File: src/rtl/mem_access_unit_pkg.sv
// Shared encodings for the MEM-stage load/store unit: extend ops, size masks
// and FSM state codes.
package mem_access_unit_pkg;

  localparam logic [2:0] EXT_B  = 3'd0;
  localparam logic [2:0] EXT_BU = 3'd1;
  localparam logic [2:0] EXT_H  = 3'd2;
  localparam logic [2:0] EXT_HU = 3'd3;
  localparam logic [2:0] EXT_W  = 3'd4;

  localparam logic [3:0] SIZE_NONE = 4'b0000;
  localparam logic [3:0] SIZE_B    = 4'b0001;
  localparam logic [3:0] SIZE_H    = 4'b0011;
  localparam logic [3:0] SIZE_W    = 4'b1111;

  typedef enum logic [1:0] {
    ST_IDLE = 2'd0,
    ST_ADDR = 2'd1,
    ST_DATA = 2'd2,
    ST_DONE = 2'd3
  } mau_state_e;

  // Store data is replicated across the lanes so the strobes alone select bytes.
  function automatic logic [31:0] replicate_wdata(input logic [3:0] size,
                                                  input logic [31:0] d);
    case (size)
      SIZE_B:  return {4{d[7:0]}};
      SIZE_H:  return {2{d[15:0]}};
      default: return d;
    endcase
  endfunction

endpackage

File: src/rtl/mem_access_unit_load_ext.sv
// Load data alignment and sign/zero extension; purely combinational so any
// unit that reads a memory word can reuse it.
module load_ext
  import mem_access_unit_pkg::*;
(
  input  logic [1:0]  addr_lo,
  input  logic [2:0]  ext_op,
  input  logic [31:0] word,
  output logic [31:0] result
);

  logic signed [7:0]  byte_s;
  logic signed [15:0] half_s;
  logic signed [31:0] byte_x;
  logic signed [31:0] half_x;

  always_comb begin
    byte_s = word[{addr_lo, 3'b000} +: 8];
    half_s = addr_lo[1] ? word[31:16] : word[15:0];
    byte_x = byte_s;
    half_x = half_s;
    case (ext_op)
      EXT_B:   result = byte_x;
      EXT_BU:  result = {24'h000000, byte_s};
      EXT_H:   result = half_x;
      EXT_HU:  result = {16'h0000, half_s};
      default: result = word;
    endcase
  end

endmodule

File: src/rtl/mem_access_unit.sv
// MEM-stage load/store unit: issues one req/addr_ok/data_ok bus transaction per
// memory instruction and holds the pipeline with suspend until it completes.
module mem_access_unit
  import mem_access_unit_pkg::*;
#(
  parameter int STALL_CNT_W = 32
) (
  input  logic                   cpu_clk,
  input  logic                   cpu_rstn,
  input  logic                   valid_in,
  input  logic [3:0]             ram_we_in,
  input  logic                   mem_rd_in,
  input  logic [2:0]             ram_ext_op_in,
  input  logic [31:0]            addr_in,
  input  logic [31:0]            wdata_in,
  output logic                   suspend,
  output logic [31:0]            rdata_out,
  output logic                   ale_out,
  output logic                   dbus_req,
  output logic                   dbus_wr,
  output logic [3:0]             dbus_wstrb,
  output logic [31:0]            dbus_addr,
  output logic [31:0]            dbus_wdata,
  input  logic                   dbus_addr_ok,
  input  logic                   dbus_data_ok,
  input  logic [31:0]            dbus_rdata,
  output logic [STALL_CNT_W-1:0] stall_cnt
);

  function automatic logic [STALL_CNT_W-1:0] sat_inc(input logic [STALL_CNT_W-1:0] v);
    return (&v) ? v : v + {{(STALL_CNT_W-1){1'b0}}, 1'b1};
  endfunction

  mau_state_e  state_q, state_d;
  logic        acc;
  logic        is_half;
  logic        is_word;
  logic        misaligned;
  logic        issue;
  logic        ale_set;
  logic        ld_q;
  logic [1:0]  off_q;
  logic [2:0]  ext_q;
  logic [31:0] ext_data;

  assign acc     = valid_in & (mem_rd_in | (ram_we_in != SIZE_NONE));
  assign suspend = cpu_rstn & acc & (state_q != ST_DONE);

  // Loads take their access size from the extend op; undefined ops act as word.
  always_comb begin
    if (mem_rd_in) begin
      is_half = (ram_ext_op_in == EXT_H) || (ram_ext_op_in == EXT_HU);
      is_word = (ram_ext_op_in != EXT_B) && (ram_ext_op_in != EXT_BU) && !is_half;
    end else begin
      is_half = (ram_we_in == SIZE_H);
      is_word = (ram_we_in == SIZE_W);
    end
    misaligned = (is_half & addr_in[0]) | (is_word & (addr_in[1:0] != 2'b00));
  end

  always_ff @(posedge cpu_clk or negedge cpu_rstn) begin
    if (!cpu_rstn) state_q <= ST_IDLE;
    else           state_q <= state_d;
  end

  always_comb begin
    state_d = state_q;
    issue   = 1'b0;
    ale_set = 1'b0;
    case (state_q)
      ST_IDLE: if (acc) begin
        if (misaligned) begin
          state_d = ST_DONE;
          ale_set = 1'b1;
        end else begin
          state_d = ST_ADDR;
          issue   = 1'b1;
        end
      end
      ST_ADDR: if (dbus_addr_ok) state_d = ST_DATA;
      ST_DATA: if (dbus_data_ok) state_d = ST_DONE;
      default: state_d = ST_IDLE;
    endcase
  end

  // Bus fields are captured at issue and held until the next issue.
  always_ff @(posedge cpu_clk or negedge cpu_rstn) begin
    if (!cpu_rstn) begin
      dbus_req   <= 1'b0;
      dbus_wr    <= 1'b0;
      dbus_wstrb <= 4'b0000;
      dbus_addr  <= 32'h0;
      dbus_wdata <= 32'h0;
      rdata_out  <= 32'h0;
      ale_out    <= 1'b0;
      ld_q       <= 1'b0;
      stall_cnt  <= '0;
    end else begin
      ale_out <= ale_set;
      if (suspend) stall_cnt <= sat_inc(stall_cnt);
      if (issue) begin
        dbus_req   <= 1'b1;
        dbus_wr    <= ~mem_rd_in;
        dbus_wstrb <= mem_rd_in ? 4'b0000 : (ram_we_in << addr_in[1:0]);
        dbus_addr  <= {addr_in[31:2], 2'b00};
        dbus_wdata <= replicate_wdata(ram_we_in, wdata_in);
        ld_q       <= mem_rd_in;
      end
      if (state_q == ST_ADDR && dbus_addr_ok) dbus_req <= 1'b0;
      if (state_q == ST_DATA && dbus_data_ok && ld_q) rdata_out <= ext_data;
    end
  end

  always_ff @(posedge cpu_clk) begin
    if (issue) begin
      off_q <= addr_in[1:0];
      ext_q <= ram_ext_op_in;
    end
  end

  load_ext u_load_ext (
    .addr_lo (off_q),
    .ext_op  (ext_q),
    .word    (dbus_rdata),
    .result  (ext_data)
  );

endmodule

File: config.mk
export PLATFORM = sky130hd
export DESIGN_NAME = mem_access_unit
export DESIGN_NICKNAME = d
export VERILOG_FILES = /design/src/rtl/mem_access_unit_pkg.sv /design/src/rtl/mem_access_unit_load_ext.sv /design/src/rtl/mem_access_unit.sv
export SDC_FILE = /design/constraint.sdc
export NUM_CORES = 1
export LEC_CHECK = 0
export ABC_AREA = 1
export CORE_MARGIN = 2
export CORE_UTILIZATION = 51
export CTS_CLUSTER_SIZE = 20
export DETAILED_ROUTE_END_ITERATION = 12
export PLACE_DENSITY_LB_ADDON = 0.25
export SLEW_MARGIN = 10
export SYNTH_ARGS = -nofsm -noshare
export SYNTH_HDL_FRONTEND = slang
export SYNTH_SLANG_ARGS = --single-unit
File: constraint.sdc
create_clock -name cpu_clk -period 2.49 [get_ports cpu_clk]
set_input_delay 0.3735 -clock cpu_clk [delete_from_list [all_inputs] [get_ports cpu_clk]]
set_output_delay 0.3735 -clock cpu_clk [all_outputs]
set_load 0.05 [all_outputs]
==> impl_summary.log, run 1 <==
INFO  metric status = complete, no violations
INFO  metric yosys_reg_bits = 141
INFO  metric ant_nets = 0
INFO  metric gp_congestion = 0.873
INFO  metric dominantRegCellSynth = sky130_fd_sc_hd__dfrtp_1
INFO  metric fin_nets = 1402
INFO  metric grt_pass1_wl = 34800 µm
INFO  metric synth-async-reset-ratio = 96.5%
INFO  metric synth_warnings = 0
INFO  metric route.detailed.wl_per_inst = 14.4 µm
INFO  metric post_synth.cell_area_avg = 7.26 µm²
INFO  metric postcts_setup_bufs = 0
INFO  metric worst_hold_path_type = in -> async
INFO  metric finalSetupViolations = 0
INFO  metric finalCriticalPeriod = 2.15 ns
INFO  metric final_total_negative_setup_slack = 0 ns
INFO  metric post_cts_resize_count = 0
INFO  metric worst_margin_slew = 0.708 ns
INFO  metric hpwlAfterDp = 15200 µm
INFO  metric yosysSeqAreaShare = 46.6%
INFO  metric fp.dieW = 126 µm
INFO  metric global_route_overflow = 0
INFO  metric yosys.cell_types.count = 39
INFO  metric drcViolationCount = 0
INFO  metric drt_pass1_iterations = 5
INFO  metric cts_buffers = 17
INFO  metric number_of_primary_i_o_pins = 245
INFO  metric worstSetupPathType = reg -> out
INFO  metric cp_num_buf_inv = 1
INFO  metric clock_tree_from_tritoncts = built
INFO  metric finalPower = 13.0 mW
INFO  metric total_leakage_power = 5.28 nW
INFO  metric root_buffer = sky130_fd_sc_hd__clkbuf_16
INFO  metric cts.path.max_buffers = 2
INFO  metric layout-drive-gt1-share = 7.46%
INFO  metric cp_max_fo = 7
INFO  metric maxSlewViolCount = 0
INFO  metric max-cap-violations = 0
INFO  metric core_area = 0.0146 mm²
INFO  metric vdd_drop_max = 0.902 mV
INFO  metric cts.sinks = 141
INFO  metric wl = 21400 µm
INFO  metric first_global_vias = 7125
INFO  metric cp-end-kind = primary output
INFO  metric postLayoutCoreUtil = 74.4%
INFO  metric critical-path-slowest-cell = sky130_fd_sc_hd__clkdlybuf4s50_1
INFO  metric numPlacedInstances = 1452
INFO  metric globalRouteTotalUtil = 27.3%
INFO  metric fin_cells = 1484
INFO  metric n_fill_cell = 1123
INFO  metric place_ws = 0.238 ns
INFO  metric chipHeight = 126 µm
INFO  metric num_vias = 7512
INFO  metric synth.cell_area = 0.00762 mm²
INFO  metric cts-hold-fix-buffers = 0
INFO  metric critical-path-max-stage-delay = 0.86 ns
INFO  metric clk_pin_slew_worst_paths = 0.06 ns
INFO  metric drt_iter0_drc = 488
INFO  metric synth_largest_type_area_fraction = 44.7%
INFO  metric synth_area_leaders = sky130_fd_sc_hd__dfrtp_1, sky130_fd_sc_hd__nand2_1, sky130_fd_sc_hd__inv_1, sky130_fd_sc_hd__nor2_1, sky130_fd_sc_hd__nand3_1
INFO  metric required = 2.12 ns
INFO  metric max_clock_freq = 0.466 GHz
INFO  metric cpLargestDelayFamily = buffers and inverters
INFO  metric row_count = 44
INFO  metric timing.critical_path.cells = clkdlybuf4s50_1
INFO  metric worst_clk_skew = 0.00925 ns
INFO  metric power_per_cell_area = 1200 mW/mm²
INFO  metric number_of_synthesized_flops_with_an_enable_pin = 5
INFO  metric insertedDiodeCount = 0
INFO  metric timing.final.ws_setup = 0.343 ns
INFO  metric initial_core_util = 52.2%
INFO  metric hold_viol_final = 0
INFO  metric area_growth_syn_to_layout = 42.5%
INFO  metric arrival = 1.77 ns
INFO  metric via_per_inst = 5.06
INFO  metric design.die.area = 0.0159 mm²
INFO  metric clock_insertion_delay_worst_skew = 0.43 ns
INFO  metric post-route-period-util = 86.2%
INFO  metric io_buffers = 242
INFO  metric crit_path_start_kind = register
INFO  metric synth_cells = 1050
INFO  metric cts.htree.levels = 4
INFO  metric pin_count_of_the_biggest_net_entering_global_routing = 137
INFO  metric grt_antenna_before_repair = 0
INFO  metric relSlewSlack = 52.8%
INFO  metric grt_setup_unrepaired = false
INFO  metric synth_top_area_cell = sky130_fd_sc_hd__dfrtp_1
==> flip-flops by register name, indices dropped and copies added (netlist names) <==
name and flops:
rdata_out 32, ale_out 1, ld_q 1, off_q 2
ext_q 3, dbus_req 1, dbus_addr 30, dbus_wr 1
state_q 2, dbus_wstrb 4, dbus_wdata 32, stall_cnt 32
==> metrics by stage <==
step / hold slack [ns] / instance area, µm²
after floorplan: 0.0779 / 7620
after CTS: 0.114 / 10900
after global placement: 0.463 / 10200
after global routing: 0.135 / 10900
after detailed placement: 0.465 / 10200
final: 0.0862 / 10900
==> layout make-up <==
type	count	area (µm²)	share of cell area (%)
flip-flops and latches	141	3550	32.7
multi-input cells	784	3500	32.3
clock buffers	18	439	4.04
clock inverters	14	215	1.98
well taps	184	230	2.12
inverters	88	335	3.09
repair buffers	255	2580	23.8
==> worst paths after layout <==
path                            slack [ns]  cells after the start          start             to
min in group cpu_clk                  0.45                      7       cpu_rstn  stall_cnt[24]
worst max-delay path                  0.34                      1  stall_cnt[14]  stall_cnt[14]
worst min-delay path                  0.09                      2       cpu_rstn  rdata_out[23]
max in group asynchronous             1.92                      2       cpu_rstn  dbus_wstrb[0]
worst min register to register        0.48                      2  dbus_addr[11]  dbus_addr[11]
worst max register to register        0.54                     10   stall_cnt[0]  stall_cnt[11]
==> worst register-to-register path, cell delays in order, from the launching register on <==
cell and delay (ns):
sky130_fd_sc_hd__dfrtp_1 0.44, sky130_fd_sc_hd__ha_1 0.30, sky130_fd_sc_hd__nand3_2 0.14, sky130_fd_sc_hd__inv_2 0.12, sky130_fd_sc_hd__nand2_4 0.08, sky130_fd_sc_hd__nor2_4 0.14, sky130_fd_sc_hd__nand2_4 0.09, sky130_fd_sc_hd__nand2_8 0.20
sky130_fd_sc_hd__inv_6 0.15, sky130_fd_sc_hd__nand2_1 0.13, sky130_fd_sc_hd__nand2_1 0.05
==> layer usage <==
| layer | global-route usage, % | share of wire (%) |
|---|---|---|
| met1 | 33.9 | 41 |
| met3 | 9.52 | 9.1 |
| met2 | 44.4 | 48 |
| met4 | 9.89 | 2.1 |
| met5 | 0 | 0 |
==> cell usage after synthesis (2+ instances only) <==
| cell type | count |
|---|---|
| sky130_fd_sc_hd__o21ai_1 | 2 |
| sky130_fd_sc_hd__nor2_2 | 4 |
| sky130_fd_sc_hd__or2_2 | 24 |
| sky130_fd_sc_hd__buf_2 | 16 |
| sky130_fd_sc_hd__a21boi_0 | 2 |
| sky130_fd_sc_hd__nand4_1 | 4 |
| sky130_fd_sc_hd__o211ai_1 | 6 |
| sky130_fd_sc_hd__nand2_4 | 2 |
| sky130_fd_sc_hd__o21ai_0 | 50 |
| sky130_fd_sc_hd__o21bai_1 | 5 |
| sky130_fd_sc_hd__inv_2 | 3 |
| sky130_fd_sc_hd__xnor2_1 | 6 |
| sky130_fd_sc_hd__buf_4 | 8 |
| sky130_fd_sc_hd__a21oi_1 | 36 |
| sky130_fd_sc_hd__edfxtp_1 | 5 |
| sky130_fd_sc_hd__mux2i_1 | 4 |
| sky130_fd_sc_hd__nand3b_1 | 2 |
| sky130_fd_sc_hd__nor2_4 | 2 |
| sky130_fd_sc_hd__inv_1 | 84 |
| sky130_fd_sc_hd__nand3_1 | 52 |
| sky130_fd_sc_hd__dfrtp_1 | 136 |
| sky130_fd_sc_hd__buf_6 | 4 |
| sky130_fd_sc_hd__xor2_1 | 6 |
| sky130_fd_sc_hd__clkbuf_1 | 9 |
| sky130_fd_sc_hd__o22ai_1 | 3 |
| sky130_fd_sc_hd__nor2_1 | 78 |
| sky130_fd_sc_hd__nand2_1 | 471 |
| sky130_fd_sc_hd__ha_1 | 6 |
| sky130_fd_sc_hd__nand2_2 | 10 |
==> power by group <==
group | internal [mW] | switching (mW) | total (mW) | leakage, nW
clock network | 1.81 | 1.02 | 2.82 | 0.317
registers | 3.14 | 0.541 | 3.68 | 1.77
logic | 2.18 | 4.34 | 6.52 | 3.19
==> cell families (layout without fill, tap and decap cells) <==
kind of cell / Yosys count / in the layout / synth area share [%]
AO/OA/AOI/OAI: 106 / 106 / 7.52
XOR/XNOR: 12 / 12 / 1.38
adder cells (fa/ha/maj): 6 / 6 / 0.985
buffers and inverters: 126 / 375 / 7.47
flip-flops: 141 / 141 / 46.6
multiplexers: 4 / 4 / 0.525
other: 1 / 2 / 0.0492
AND/OR/NAND/NOR: 654 / 654 / 35.4
==> placed cells by master, fill, tap and decap left out, drive strengths merged, types with 15 or more instances in the layout <==
cell type      count
clkdlybuf4s50    240
nor2              84
clkbuf            18
inv               90
or2               25
dfrtp            136
nand2            484
o21ai             52
a21oi             36
buf               15
nand3             53
No activity file was read; power rests on OpenSTA's default activity.
==> run 2, diff against run 1 <==
--- a/config.mk
+++ b/config.mk
@@ -15,3 +15,4 @@
 export SYNTH_ARGS = -nofsm -noshare
 export SYNTH_HDL_FRONTEND = slang
 export SYNTH_SLANG_ARGS = --single-unit
+export TNS_END_PERCENT = 100
==> results of run 2 <==
Same layout as run 1: the final DEF is identical, and so are final timing and power.
